### src/rtl/frogger_game_fsm.sv
// frogger_game_fsm: Frogger game controller tracking state, level, lives, respawn and sound triggers
module frogger_game_fsm #(
  parameter int NUM_LEVELS  = 4,
  parameter int LEVEL_W     = 4,
  parameter int LIVES       = 3,
  parameter int LIVES_W     = 2,
  parameter int HOLD_CYCLES = 25_000_000
) (
  input  logic               clk,
  input  logic               reset,
  input  logic [3:0]         dpad_input,
  input  logic               collision,
  input  logic               reached_end,
  output logic [2:0]         state,
  output logic [LEVEL_W-1:0] level,
  output logic [LIVES_W-1:0] lives,
  output logic               win,
  output logic               lose,
  output logic               respawn,
  output logic [1:0]         soundselector,
  output logic               playsound
);
  localparam int CNT_W = HOLD_CYCLES > 1 ? $clog2(HOLD_CYCLES) : 1;
  localparam logic [CNT_W-1:0] CNT_LOAD = CNT_W'(HOLD_CYCLES - 1);
  localparam logic [LEVEL_W-1:0] LAST_LEVEL = LEVEL_W'(NUM_LEVELS - 1);
  localparam logic [LIVES_W-1:0] START_LIVES = LIVES_W'(LIVES);
  typedef enum logic [2:0] {
    MENU = 3'd0, PLAYING = 3'd1, DEAD = 3'd2, LEVELUP = 3'd3, WIN = 3'd4, GAMEOVER = 3'd5
  } state_t;
  state_t state_q, state_d;
  logic [LEVEL_W-1:0] level_q, level_d;
  logic [LIVES_W-1:0] lives_q, lives_d;
  logic [CNT_W-1:0] cnt_q, cnt_d;
  logic [3:0] dpad_prev_q;
  logic [1:0] sel_q, sel_d;
  logic win_q, win_d, lose_q, lose_d, respawn_q, respawn_d, play_q, play_d;
  logic press;
  assign press = (|dpad_input) && !(|dpad_prev_q);
  always_comb begin
    state_d = state_q;
    level_d = level_q;
    lives_d = lives_q;
    cnt_d = cnt_q;
    sel_d = sel_q;
    win_d = win_q;
    lose_d = lose_q;
    respawn_d = 1'b0;
    play_d = 1'b0;
    case (state_q)
      MENU: if (press) begin
        state_d = PLAYING;
        level_d = '0;
        lives_d = START_LIVES;
        respawn_d = 1'b1;
        play_d = 1'b1;
        sel_d = 2'd0;
      end
      PLAYING: if (collision) begin
        play_d = 1'b1;
        sel_d = 2'd2;
        state_d = lives_q > LIVES_W'(1) ? DEAD : GAMEOVER;
        lives_d = lives_q > LIVES_W'(1) ? lives_q - LIVES_W'(1) : '0;
        lose_d = !(lives_q > LIVES_W'(1));
        cnt_d = CNT_LOAD;
      end else if (reached_end) begin
        play_d = 1'b1;
        sel_d = level_q < LAST_LEVEL ? 2'd1 : 2'd3;
        state_d = level_q < LAST_LEVEL ? LEVELUP : WIN;
        level_d = level_q < LAST_LEVEL ? level_q + LEVEL_W'(1) : level_q;
        win_d = !(level_q < LAST_LEVEL);
        cnt_d = CNT_LOAD;
      end
      DEAD, LEVELUP: begin
        state_d = cnt_q == '0 ? PLAYING : state_q;
        respawn_d = cnt_q == '0;
        cnt_d = cnt_q == '0 ? cnt_q : cnt_q - CNT_W'(1);
      end
      WIN, GAMEOVER: if (press) begin
        state_d = MENU;
        win_d = 1'b0;
        lose_d = 1'b0;
        sel_d = 2'd0;
        play_d = 1'b1;
      end
      default: begin
        state_d = MENU;
        win_d = 1'b0;
        lose_d = 1'b0;
      end
    endcase
  end
  always_ff @(posedge clk or posedge reset) begin
    if (reset) begin
      state_q <= MENU;
      level_q <= '0;
      lives_q <= START_LIVES;
      cnt_q <= '0;
      dpad_prev_q <= '0;
      sel_q <= 2'd0;
      win_q <= 1'b0;
      lose_q <= 1'b0;
      respawn_q <= 1'b0;
      play_q <= 1'b0;
    end else begin
      state_q <= state_d;
      level_q <= level_d;
      lives_q <= lives_d;
      cnt_q <= cnt_d;
      dpad_prev_q <= dpad_input;
      sel_q <= sel_d;
      win_q <= win_d;
      lose_q <= lose_d;
      respawn_q <= respawn_d;
      play_q <= play_d;
    end
  end
  assign state = state_q;
  assign level = level_q;
  assign lives = lives_q;
  assign win = win_q;
  assign lose = lose_q;
  assign respawn = respawn_q;
  assign soundselector = sel_q;
  assign playsound = play_q;
endmodule

### config.mk
export PLATFORM = sky130hd
export DESIGN_NAME = frogger_game_fsm
export DESIGN_NICKNAME = d
export VERILOG_FILES = /design/src/rtl/frogger_game_fsm.sv
export SDC_FILE = /design/constraint.sdc
export NUM_CORES = 1
export LEC_CHECK = 0
export BUFFER_PORTS_ARGS = -buffer_cell sky130_fd_sc_hd__buf_2
export CORE_ASPECT_RATIO = 2
export CORE_MARGIN = 3
export CORE_UTILIZATION = 55
export DETAILED_ROUTE_END_ITERATION = 10
export PLACE_DENSITY = 0.84
export SYNTH_ARGS = -nofsm -noshare
export SYNTH_HDL_FRONTEND = slang
export SYNTH_SLANG_ARGS = --single-unit
### constraint.sdc
create_clock -name clk -period 3.4 [get_ports clk]
set_input_delay 0.17 -clock clk [delete_from_list [all_inputs] [get_ports clk]]
set_output_delay 0.17 -clock clk [all_outputs]
set_load 0.1 [all_outputs]
# After elaboration in Yosys (flattened, before gate mapping)
# Index checks and enable logic that the tools add are counted.
[word_totals]
reg_bits = 44
input_bits = 8
output_inout_bits = 15
word_cells = 90
[classes]
n_addsub = 3
n_lt_le_gt_ge = 2
eq_ne = 15
mux = 37
bitwise_logic = 1
reduce_logical = 22
[ops]
columns = ["operator", "count"]
rows = [
  ["$mux 25", 3],
  ["$pmux 25 s2", 1],
  ["$logic_not 25->1", 1],
  ["$sub 25x1->25 const B", 1],
  ["$mux 3", 7],
  ["$mux 4", 4],
  ["$ne 2x2->1 const B", 8],
  ["$mux 2", 7],
  ["$pmux 3 s4", 1],
  ["$reduce_and 3->1", 4],
  ["$pmux 2 s2", 2],
  ["$pmux 4 s2", 1],
  ["$reduce_and 4->1", 2],
  ["$reduce_or 4->1", 2],
  ["$mux 1", 7],
  ["$eq 3x2->1 const B", 2],
  ["$eq 3x3->1 const B", 2],
  ["$pmux 1 s3", 2],
  ["$reduce_bool 2->1", 3],
  ["$reduce_or 3->1", 2],
  ["$reduce_and 5->1", 1],
  ["$add 4x1->4 const B", 1],
  ["$lt 4x2->1 const B", 1],
  ["$pmux 1 s2", 2],
  ["10 further kinds", 13],
]

# Depth between registers and ports, before layout
# Gate-level depths: netlist of run 1.
[logic_depth]
word_depth = 5
depth_mapped = 7

# Worst setup path before layout of run 1
# No wires, ideal clock.
[synth_path]
path_type = "register to register"
startpoint = "register state_q[0], in the netlist state[0]"
endpoint = "register state_q[0], in the netlist state[0]"
setup_time_ps = 166
arrival_time_ps = 2426
required_ps = 3234
slack_ps = 809
stages_incl_launch_ff = 6
n_path_buf = 0
cell_sequence = "dfrtp_1 -> or3b_2 -> a2111oi_0 -> nor3_1 -> o21ai_1 -> o41ai_2"
[synth_via]
elab_chain_cells = 4
[synth_lines]
columns = ["item", "line_no", "text"]
rows = [
  ["start, declared", "30", "state_t state_q, state_d;"],
  ["start signal, assigned", "105", "state_q <= state_d;"],
  ["$eq 3x2->1 / $eq 3x3->1 (equally long branches)", "49", "case (state_q)"],
  ["$reduce_or 2->1", "49", ""],
  ["$ne 2x2->1 (no source line)", "-", ""],
  ["$reduce_and 4->1 (no source line)", "-", ""],
]
# Parallel ways exist; a longest one is shown, timed or not.
# A chain may end at the register's enable or synchronous reset.

# Worst setup path after layout of run 1
[layout_path]
startpoint = "register cnt_q[17]"
endpoint = "register cnt_q[19]"
[layout_via]
elab_chain_cells = 3
[layout_lines]
columns = ["item", "line_no", "text"]
rows = [
  ["start, declared", "33", "logic [CNT_W-1:0] cnt_q, cnt_d;"],
  ["start signal, assigned", "108", "cnt_q <= cnt_d;"],
  ["$sub 25x1->25 / $logic_not 25->1 (equally long branches)", "76", "cnt_d = cnt_q == '0 ? cnt_q : cnt_q - CNT_W'(1);"],
  ["$mux 25 / $ne 2x2->1 (equally long branches)", "-", ""],
  ["$pmux 25 s2 / $reduce_and 3->1 (equally long branches)", "-", ""],
]
# Parallel ways exist; a longest one is shown, timed or not. The select of a mux whose other input is x is not followed.

==> impl_metrics.csv, run 1 <==
group,metric,value,unit
final_layout,finish.net_count,254,
clocking,cts_sinks,44,
timing,slew_headroom,0.249,
synth,synth.cell_area,0.00217,mm2
setup_path,reg2reg_slack,0.82,ns
die,die_area,0.00478,mm2
pwr,p_clk_frac,0.224,
clocking,cts_tree,"done",
clocking,clockRootBuffer,"clkbuf_8",
synth,synth_cell_types,47,
synth,synth_edf_count,0,
clocking,cts_max_level,2,
final_layout,layout_common_cells,"dfrtp_1, buf_2, nor2_1",
pwr,swShare,0.479,
final_layout,layout_commonest_cell,"dfrtp_1",
pwr,combinationalPowerShare,0.437,
synth,postSynthNetCount,226,
timing,max_freq,388,MHz
placed_design,hpwl,3610,um
die,die_h,94.8,um
synth,synth-seq-cells,44,
die,die_w,50.4,um
timing,layout_min_cycle_time,2.58,ns
flow_run,maxCapViolations,0,
setup_path,worstSetupPathType,"reg2reg",
global_routing,antenna_found_initial,0,
timing,drv_slew,0,
setup_path,arrival,2.75,ns
die,initial_core_util,0.583,
pwr,leakage,1.00,nW
pwr,power_frac_seq,0.339,
run_status,outcome,"finished, final reports clean",
synth,syn_avg_cell_area,10.1,um2
route,drc,0,
setup_path,r2r_end,"cnt_q[19]",
die,core-area,0.00372,mm2
synth,synth_warnings,0,
pwr,switchingPower,0.00101,W
synth,yosysSeqAreaShare,0.509,
setup_path,start_kind,"flop",
worst_hold_path,hold_path_class,"in2async",
route,firstDrtPassIters,4,
final_layout,nFillCells,318,
route,ant_nets,0,
global_routing,grt_pass1_wl,8420,um
setup_path,cp-endpoint,"cnt_q[19]",
clocking,clkLatencyLatePin,0.30,ns
global_routing,grt_overflow,0,
timing,hold_viol,0,
pwr,ir_worst_vdd,0.485,mV
placed_design,dpl_worst_slack,0.844,ns
timing,fin_crit_sh,0.758,
placed_design,port_buffers,22,
placed_design,place.gp.congestion,0.861,
timing,worst_pin_slew,1.12,ns
setup_path,worst_ep_required_time,3.58,ns
die,ios,23,
timing,finalSetupViolations,0,
route,vias,1820,
final_layout,drive_above_1_share,0.189,
setup_path,path_max_fanout,17,
clocking,clk_pin_slew,0.09,ns
final_layout,areaGrowthSynthToFinish,14.5,%
clocking,cts_buffer_depth,2,
synth,ys.flop_type,"dfrtp_1",
global_routing,grt_pass1_vias,1756,
route,drt_iter0_markers,45,
route,routed_wl,5200,um
setup_path,cp-end-kind,"flop",
setup_path,startpoint,"cnt_q[17]",
pwr,powerDensity,852,mW/mm2
setup_path,worst-r2r-cell-count,5,
timing,clock-skew-final,0.0123,ns
clocking,cts_buffers,5,
synth,async_flop_share,1.00,
setup_path,worstReg2RegStart,"cnt_q[17]",
route,wl_per_cell,17.7,um
final_layout,antenna_cells,0,
global_routing,grt_max_degree,31,
pwr,intPower,0.00110,W
route,avgViaCountPerCell,6.21,
timing,setup_tns,0,ns
synth,synth_cells,215,
die,rows,31,
global_routing,grt_usage,0.239,
timing,rsz0062_at_grt,"false",
timing,worst_slack,0.824,ns
-- power by group through the flow --
| stage | clock network [W] | registers, W | logic, W |
|---|---|---|---|
| 3_3_place_gp | 0 | 0.000717 | 0.000902 |
| 4_1_cts | 0.000483 | 0.000713 | 0.000925 |
| 2_1_floorplan | 0 | 0.00114 | 0.000343 |
| 3_5_place_dp | 0 | 0.000724 | 0.000917 |
| 5_1_grt | 0.000507 | 0.000729 | 0.000980 |
| 6_report | 0.000474 | 0.000717 | 0.000925 |
-- registers in the layout, indices dropped and copies added, names as in the netlist --
signal and flops:
cnt_q 25, dpad_prev_q 4, level 4, lives 2
lose 1, playsound 1, respawn 1, soundselector 2
state 3, win 1
-- repair_timing --
| item | 4_1_cts | 5_1_grt |
|---|---|---|
| gates resized for setup | 0 | 0 |
| setup buffers | 0 | 0 |
| hold buffers | 4 | 0 |
| hold endpoints to repair | 4 | 0 |
-- per-stage QoR --
stage / utilization / cells / hold slack [ns] / instance area, um2 / power (W)
finish: 0.667 / 293 / 0.136 / 2480 / 0.00212
global route: 0.667 / 293 / 0.227 / 2480 / 0.00222
CTS: 0.667 / 293 / 0.165 / 2480 / 0.00212
detailed placement: 0.621 / 281 / 0.296 / 2310 / 0.00164
global placement: 0.621 / 281 / 0.293 / 2310 / 0.00162
floorplan: - / 215 / 0.201 / 2170 / 0.00148
-- cell usage after synthesis (2+ instances only) --
master / number / area (um2)
nor3_1: 8 / 40.0
o21ai_0: 12 / 60.1
o311ai_0: 2 / 17.5
a211oi_1: 3 / 22.5
o21ai_1: 2 / 10.0
o2111ai_1: 2 / 17.5
a31oi_1: 5 / 31.3
and2_1: 2 / 12.5
nor3b_1: 2 / 15.0
inv_1: 10 / 37.5
or4_4: 2 / 22.5
mux2i_1: 4 / 40.0
nand2_1: 16 / 60.1
a311oi_1: 2 / 17.5
or3_1: 4 / 25.0
and3_1: 2 / 12.5
dfstp_2: 2 / 52.6
o31ai_1: 5 / 37.5
nor2_1: 19 / 71.3
or3_2: 4 / 30.0
or4_1: 10 / 75.1
a21oi_1: 10 / 50.1
ha_1: 3 / 37.5
nor4_1: 7 / 43.8
o41ai_1: 2 / 17.5
buf_6: 2 / 22.5
o22ai_1: 3 / 18.8
nand3_1: 7 / 35.0
dfrtp_1: 42 / 1050
clkbuf_1: 4 / 15.0
-- kinds of logic after synthesis --
group                      count (synthesis)  synth area share
DFF                                       44             0.509
muxes                                      5            0.0236
xor gates and xnor gates                   1           0.00404
AOI/OAI and AO/OA                         54             0.175
buffers and inverters                     16            0.0346
and+or+nand+nor                           92             0.236
adders and majority gates                  3            0.0173
-- worst min path at each step --
stage | startpoint | to | cells past startpoint | slack, ns
floorplan | dpad_input[0] | dpad_prev_q[0] | 0 | 0.20
global placement | dpad_input[1] | dpad_prev_q[1] | 1 | 0.29
detailed placement | dpad_input[0] | dpad_prev_q[0] | 1 | 0.30
CTS | reset | dpad_prev_q[1] | 2 | 0.17
global route | reset | dpad_prev_q[1] | 2 | 0.23
finish | reset | dpad_prev_q[1] | 2 | 0.14
-- worst max-delay path, stage by stage (launching register included) --
cell and delay (ns):
dfrtp_1 0.43, or4_4 0.56, or4_4 0.51, o31a_4 0.46, and3_1 0.18, or3_1 0.31
-- cell type report --
type	instances	area, um2	area share
sequential	44	1100	0.444
multi-input combinational	155	991	0.399
timing repair buffer	27	158	0.0635
clock buffer	6	72.6	0.0292
tap	49	61.3	0.0247
clock inverter	2	60.1	0.0242
inverter	10	37.5	0.0151
-- routing by layer --
metal	vias to the layer above	routed length, um	track usage
li1	866	-	-
met1	911	1900	0.242
met2	35	3060	0.460
met3	8	127	0.0379
met4	0	112	0.112
met5	-	0	0
Note: power is estimated with default switching activity, not from simulation.
==> run 2, diff against run 1 <==
--- a/config.mk
+++ b/config.mk
@@ -5,6 +5,7 @@
 export SDC_FILE = /design/constraint.sdc
 export NUM_CORES = 1
 export LEC_CHECK = 0
+export ABC_AREA = 1
 export BUFFER_PORTS_ARGS = -buffer_cell sky130_fd_sc_hd__buf_2
 export CORE_ASPECT_RATIO = 2
 export CORE_MARGIN = 3
==> constraint.sdc (replaced) <==
create_clock -name clk -period 2.5 [get_ports clk]
set_input_delay 0.125 -clock clk [delete_from_list [all_inputs] [get_ports clk]]
set_output_delay 0.125 -clock clk [all_outputs]
set_load 0.1 [all_outputs]
==> impl_metrics.csv, run 2 <==
group,metric,value,unit
die,die_area,0.00551,mm2
timing,hold_viol,0,
worst_hold_path,hold_path_class,"in2reg",
pwr,total_power,0.00122,W
die,core-area,0.00438,mm2
route,avgViaCountPerCell,5.61,
global_routing,grt_usage,0.256,
synth,synth_cells,344,
global_routing,grt_max_degree,30,
synth,synth_area_leaders,"dfrtp_1, nand2_1, nand3_1",
setup_path,worstSetupPathType,"reg2reg",
final_layout,largest_register_ff_count,25,
synth,async_flop_share,1.00,
timing,fin_crit_sh,0.721,
final_layout,nFillCells,385,
timing,worst_pin_slew,0.573,ns
timing,layout_min_cycle_time,1.80,ns
timing,finalSetupViolations,0,
die,die_w,54.0,um
pwr,ir_worst_vdd,0.447,mV
synth,synth.cell_area,0.00253,mm2
placed_design,port_buffers,22,
synth,postSynthNetCount,355,
synth,yosysSeqAreaShare,0.435,
placed_design,dp_cells,416,
final_layout,multiInputGateArea,0.00123,mm2
die,ios,23,
final_layout,top_register,"cnt_q",
final_layout,finish.net_count,385,
route,drt_iter0_markers,55,
clocking,cts_sinks,44,
pwr,powerDensity,433,mW/mm2
clocking,cts_max_level,2,
final_layout,layout_commonest_cell,"nand2_1",
final_layout,areaGrowthSynthToFinish,11.6,%
timing,clock-skew-final,0.00999,ns
clocking,clkLatencyLatePin,0.30,ns
clocking,clk_pin_slew,0.09,ns
worst_hold_path,worstHoldStart,"collision",
final_layout,final_cells,429,
final_layout,antenna_cells,0,
synth,synth_cell_types,31,
global_routing,grt_overflow,0,
timing,max_freq,554,MHz
setup_path,critPathSlowestCell,"dfrtp_1",
clocking,cts_tree,"done",
setup_path,start_kind,"flop",
setup_path,worstReg2RegStart,"cnt_q[0]",
global_routing,antenna_found_initial,0,
synth,synth_warnings,0,
flow_run,maxCapViolations,0,
setup_path,cpLargestDelayFamily,"simple AND/OR/NAND/NOR gates",
pwr,leakage,1.37,nW
route,routed_wl,6110,um
synth,yosysMostFrequentCell,"nand2_1",
setup_path,path_buf_inv,1,
synth,synth_top_area_frac,0.415,
final_layout,layout_common_cells,"nand2_1, nor2_1, nand3_1",
synth,ys.flop_type,"dfrtp_1",
timing,slew_headroom,0.618,
setup_path,worst_ep_required_time,2.67,ns
clocking,post_cts_buffers,0,
route,wl_per_cell,14.2,um
clocking,cts_buffer_depth,2,
global_routing,grt_pass1_wl,10400,um
synth,syn_avg_cell_area,7.37,um2
placed_design,place.gp.congestion,0.878,
setup_path,cp-end-kind,"flop",
timing,rsz0062_at_grt,"false",
clocking,clockRootBuffer,"clkbuf_8",
final_layout,drive_above_1_share,0.144,
synth,synth_edf_count,0,
synth,synth_top_cells_by_count,"nand2_1, nor2_1, nand3_1",
timing,setup_tns,0,ns
setup_path,path_max_fanout,6,
global_routing,grt_pass1_vias,2494,
die,rows,34,
synth,synth_top_area_cell,"dfrtp_1",
setup_path,cp_cell_sequence,"inv_1 -> ha_1 -> nand2_1 -> nor2_1 -> nand2_1 -> nor2_1 -> nand3_1 -> nand2_1 -> nand3_1",
die,initial_core_util,0.579,
route,firstDrtPassIters,5,
setup_path,arrival,1.97,ns
final_layout,regArea,0.00110,mm2
placed_design,hpwl,4630,um
route,vias,2405,
setup_path,crit_top_cell,"nand2_1",
die,die_h,102,um
setup_path,startpoint,"cnt_q[0]",
clocking,cts_buffers,5,
setup_path,cp_slowest_stage_delay,0.40,ns
run_status,outcome,"finished, final reports clean",
synth,synth-seq-cells,44,
timing,drv_slew,0,
route,drc,0,
route,ant_nets,0,
run 2: cell count changes in the layout (fill, tap and decap cells not counted), sizes merged, moves of 5 or more:
cell,previous run,this run
nand2,16,92
nor4,7,0
or3,8,0
nand3,7,45
nand4,0,14
a21oi,10,4
inv,10,42
or4,13,0
nor2,19,53
o21ai,14,24
nor3,8,3
o31ai,6,0
a31oi,5,0
run 2: timing repair:
item                      in CTS  in global routing
gates resized for setup        0                  0
hold buffers                   5                  0
hold endpoints to repair      19                  0
run 2: cells by family (layout without fill, tap and decap cells):
family | after synthesis | count (layout) | synth area share
adders and majority gates | 3 | 3 | 0.0148
and+or+nand+nor | 210 | 210 | 0.382
AOI/OAI and AO/OA | 31 | 31 | 0.0666
xor gates and xnor gates | 6 | 6 | 0.0207
DFF | 44 | 44 | 0.435
buffers and inverters | 50 | 81 | 0.0809
run 2: worst paths after layout:
check	cells past startpoint	slack, ns	end
setup / recovery	9	0.70	cnt_q[18]
min in group asynchronous	3	0.35	cnt_q[7]
hold reg to reg	2	0.51	win
setup reg to reg	9	0.70	cnt_q[18]
hold / removal	2	0.1	soundselector[0]
max in group asynchronous	4	1.39	lives[0]
run 2: routing by layer:
metal  track usage  up-vias  routed length (um)
met5             0        -                   0
met4         0.167        0                 401
met1         0.245     1135                2030
li1              -     1165                   -
met3        0.0380       33                 226
met2         0.472       72                3450
run 2: report_power, final:
part / internal [W] / total, W / switching, W
sequential: 0.000716 / 0.000718 / 0.00000240
combinational: 0.0000143 / 0.0000516 / 0.0000373
clock: 0.000199 / 0.000454 / 0.000255
run 2: cell type report:
class,instances,area share
tap,54,0.0239
sequential,44,0.390
multi-input combinational,250,0.433
timing repair buffer,30,0.0645
clock buffer,6,0.0256
clock inverter,2,0.00575
inverter,43,0.0570
run 2: metrics by stage:
| step | setup slack, ns | cell area, um2 | hold WS, ns | utilization |
|---|---|---|---|---|
| 6_report | 0.696 | 2830 | 0.0952 | 0.646 |
| 5_1_grt | 0.487 | 2830 | 0.114 | 0.646 |
| 4_1_cts | 0.678 | 2830 | 0.0727 | 0.646 |
| 3_5_place_dp | 0.697 | 2690 | 0.132 | 0.614 |
| 3_3_place_gp | 0.728 | 2690 | 0.134 | 0.614 |
| 2_1_floorplan | 0.524 | 2530 | 0.156 | - |
==> run 3, diff against run 2 <==
==> constraint.sdc (replaced) <==
create_clock -name clk -period 1.85 [get_ports clk]
set_input_delay 0.0925 -clock clk [delete_from_list [all_inputs] [get_ports clk]]
set_output_delay 0.0925 -clock clk [all_outputs]
set_load 0.1 [all_outputs]
==> impl_metrics.csv, run 3 (same netlist as run 2, synthesis figures left out) <==
group,metric,value,unit
pwr,ir_worst_vdd,0.723,mV
final_layout,final_cells,436,
route,vias,2436,
final_layout,layout_commonest_cell,"nand2_1",
placed_design,place.gp.congestion,0.910,
setup_path,worst_ep_required_time,2.04,ns
clocking,clockRootBuffer,"clkbuf_8",
timing,finalSetupViolations,0,
final_layout,nFillCells,362,
run_status,outcome,"finished, final reports clean",
timing,rsz0062_at_grt,"true",
die,ios,23,
clocking,clkLatencyLatePin,0.30,ns
global_routing,grt_overflow,0,
timing,worst_pin_slew,0.600,ns
global_routing,grt_pass1_wl,10400,um
global_routing,grt_pass1_vias,2364,
worst_hold_path,hold_path_class,"in2reg",
setup_path,startpoint,"cnt_q[0]",
final_layout,layout_common_cells,"nand2_1, nor2_1, nand3_1",
worst_hold_path,worstHoldStart,"collision",
final_layout,drive_above_1_share,0.178,
setup_path,path_max_fanout,5,
pwr,leakage,1.40,nW
timing,drv_slew,0,
global_routing,antenna_found_initial,0,
die,die_w,54.0,um
setup_path,cp-end-kind,"flop",
setup_path,r2r_end,"cnt_q[6]",
global_routing,grt_usage,0.256,
timing,slew_headroom,0.597,
die,die_h,102,um
timing,fin_crit_sh,0.921,
setup_path,reg2reg_slack,0.15,ns
timing,clock-skew-final,0.00693,ns
setup_path,cp-endpoint,"cnt_q[6]",
die,die_area,0.00551,mm2
clocking,post_cts_buffers,0,
timing,worst_slack,0.146,ns
die,core-area,0.00438,mm2
timing,layout_min_cycle_time,1.70,ns
setup_path,start_kind,"flop",
route,avgViaCountPerCell,5.59,
placed_design,dpl_worst_slack,0.110,ns
flow_run,maxCapViolations,0,
clocking,cts_sinks,44,
final_layout,largest_register_ff_count,25,
route,routed_wl,6170,um
final_layout,top_register,"cnt_q",
clocking,clk_pin_slew,0.08,ns
die,initial_core_util,0.579,
clocking,cts_buffers,5,
route,drc,0,
final_layout,finish.net_count,392,
final_layout,areaGrowthSynthToFinish,14.9,%
placed_design,port_buffers,22,
setup_path,arrival,1.89,ns
pwr,powerDensity,582,mW/mm2
route,firstDrtPassIters,4,
route,drt_iter0_markers,73,
die,rows,34,
clocking,cts_tree,"done",
setup_path,worstSetupPathType,"reg2reg",
setup_path,worstReg2RegStart,"cnt_q[0]",
route,wl_per_cell,14.1,um
clocking,cts_buffer_depth,2,
timing,hold_viol,0,
timing,holdWs,0.0677,ns
route,ant_nets,0,
timing,max_freq,587,MHz
final_layout,multiInputGateArea,0.00123,mm2
final_layout,regArea,0.00111,mm2
global_routing,grt_max_degree,30,
placed_design,hpwl,4680,um
setup_path,worst-r2r-cell-count,8,
clocking,cts_max_level,2,
final_layout,antenna_cells,0,
placed_design,dp_cells,423,
[run 3: area by class of cell]
cell class,instances,area share
multi-input combinational,250,0.422
sequential,44,0.381
timing repair buffer,37,0.0851
inverter,43,0.0554
clock buffer,6,0.0284
tap,54,0.0232
clock inverter,2,0.00515
[run 3: where the power goes]
group / switching, W / internal, W
Combinational: 0.0000537 / 0.0000225
Sequential: 0.00000319 / 0.000968
Clock: 0.000345 / 0.000303
Total: 0.000402 / 0.00129
[run 3: worst min-delay path by stage]
stage | endpoint | slack [ns] | cells after the start
6_report | soundselector[0] | 0.07 | 2
2_1_floorplan | dpad_prev_q[0] | 0.12 | 0
5_1_grt | soundselector[0] | 0.08 | 2
3_3_place_gp | dpad_prev_q[1] | 0.10 | 2
4_1_cts | soundselector[0] | 0.06 | 2
3_5_place_dp | dpad_prev_q[1] | 0.11 | 2
[run 3: metrics by stage]
| stage | area [um2] | util | total power [W] | setup TNS (ns) |
|---|---|---|---|---|
| detailed placement | 2760 | 0.630 | 0.00106 | 0 |
| CTS | 2910 | 0.664 | 0.00170 | 0 |
| finish | 2910 | 0.665 | 0.00169 | 0 |
| global route | 2910 | 0.665 | 0.00175 | -0.112 |
| global placement | 2760 | 0.630 | 0.00106 | 0 |
| floorplan | 2540 | - | 0.00103 | 0 |
[run 3: timing repair]
action / CTS / global route
setup endpoints to repair: 0 / 6
hold endpoints to repair: 19 / 0
hold buffers: 5 / 0
gates resized for setup: 0 / 1
[run 3: worst max-delay path, cell delays in order (launching register included)]
cell and delay, ns:
dfrtp_1 0.40, inv_1 0.11, ha_1 0.22, nand2_1 0.13, nor2_1 0.35, xor2_1 0.20, nor2_1 0.06, nand2_1 0.08
o21ai_2 0.05
[run 3: routing by layer]
metal  share of wire  vias to the layer above  GRT usage
li1                -                     1182          -
met3           0.029                       27     0.0248
met4           0.054                        0      0.142
met2            0.56                       72      0.468
met5               0                        -          0
met1            0.36                     1155      0.271
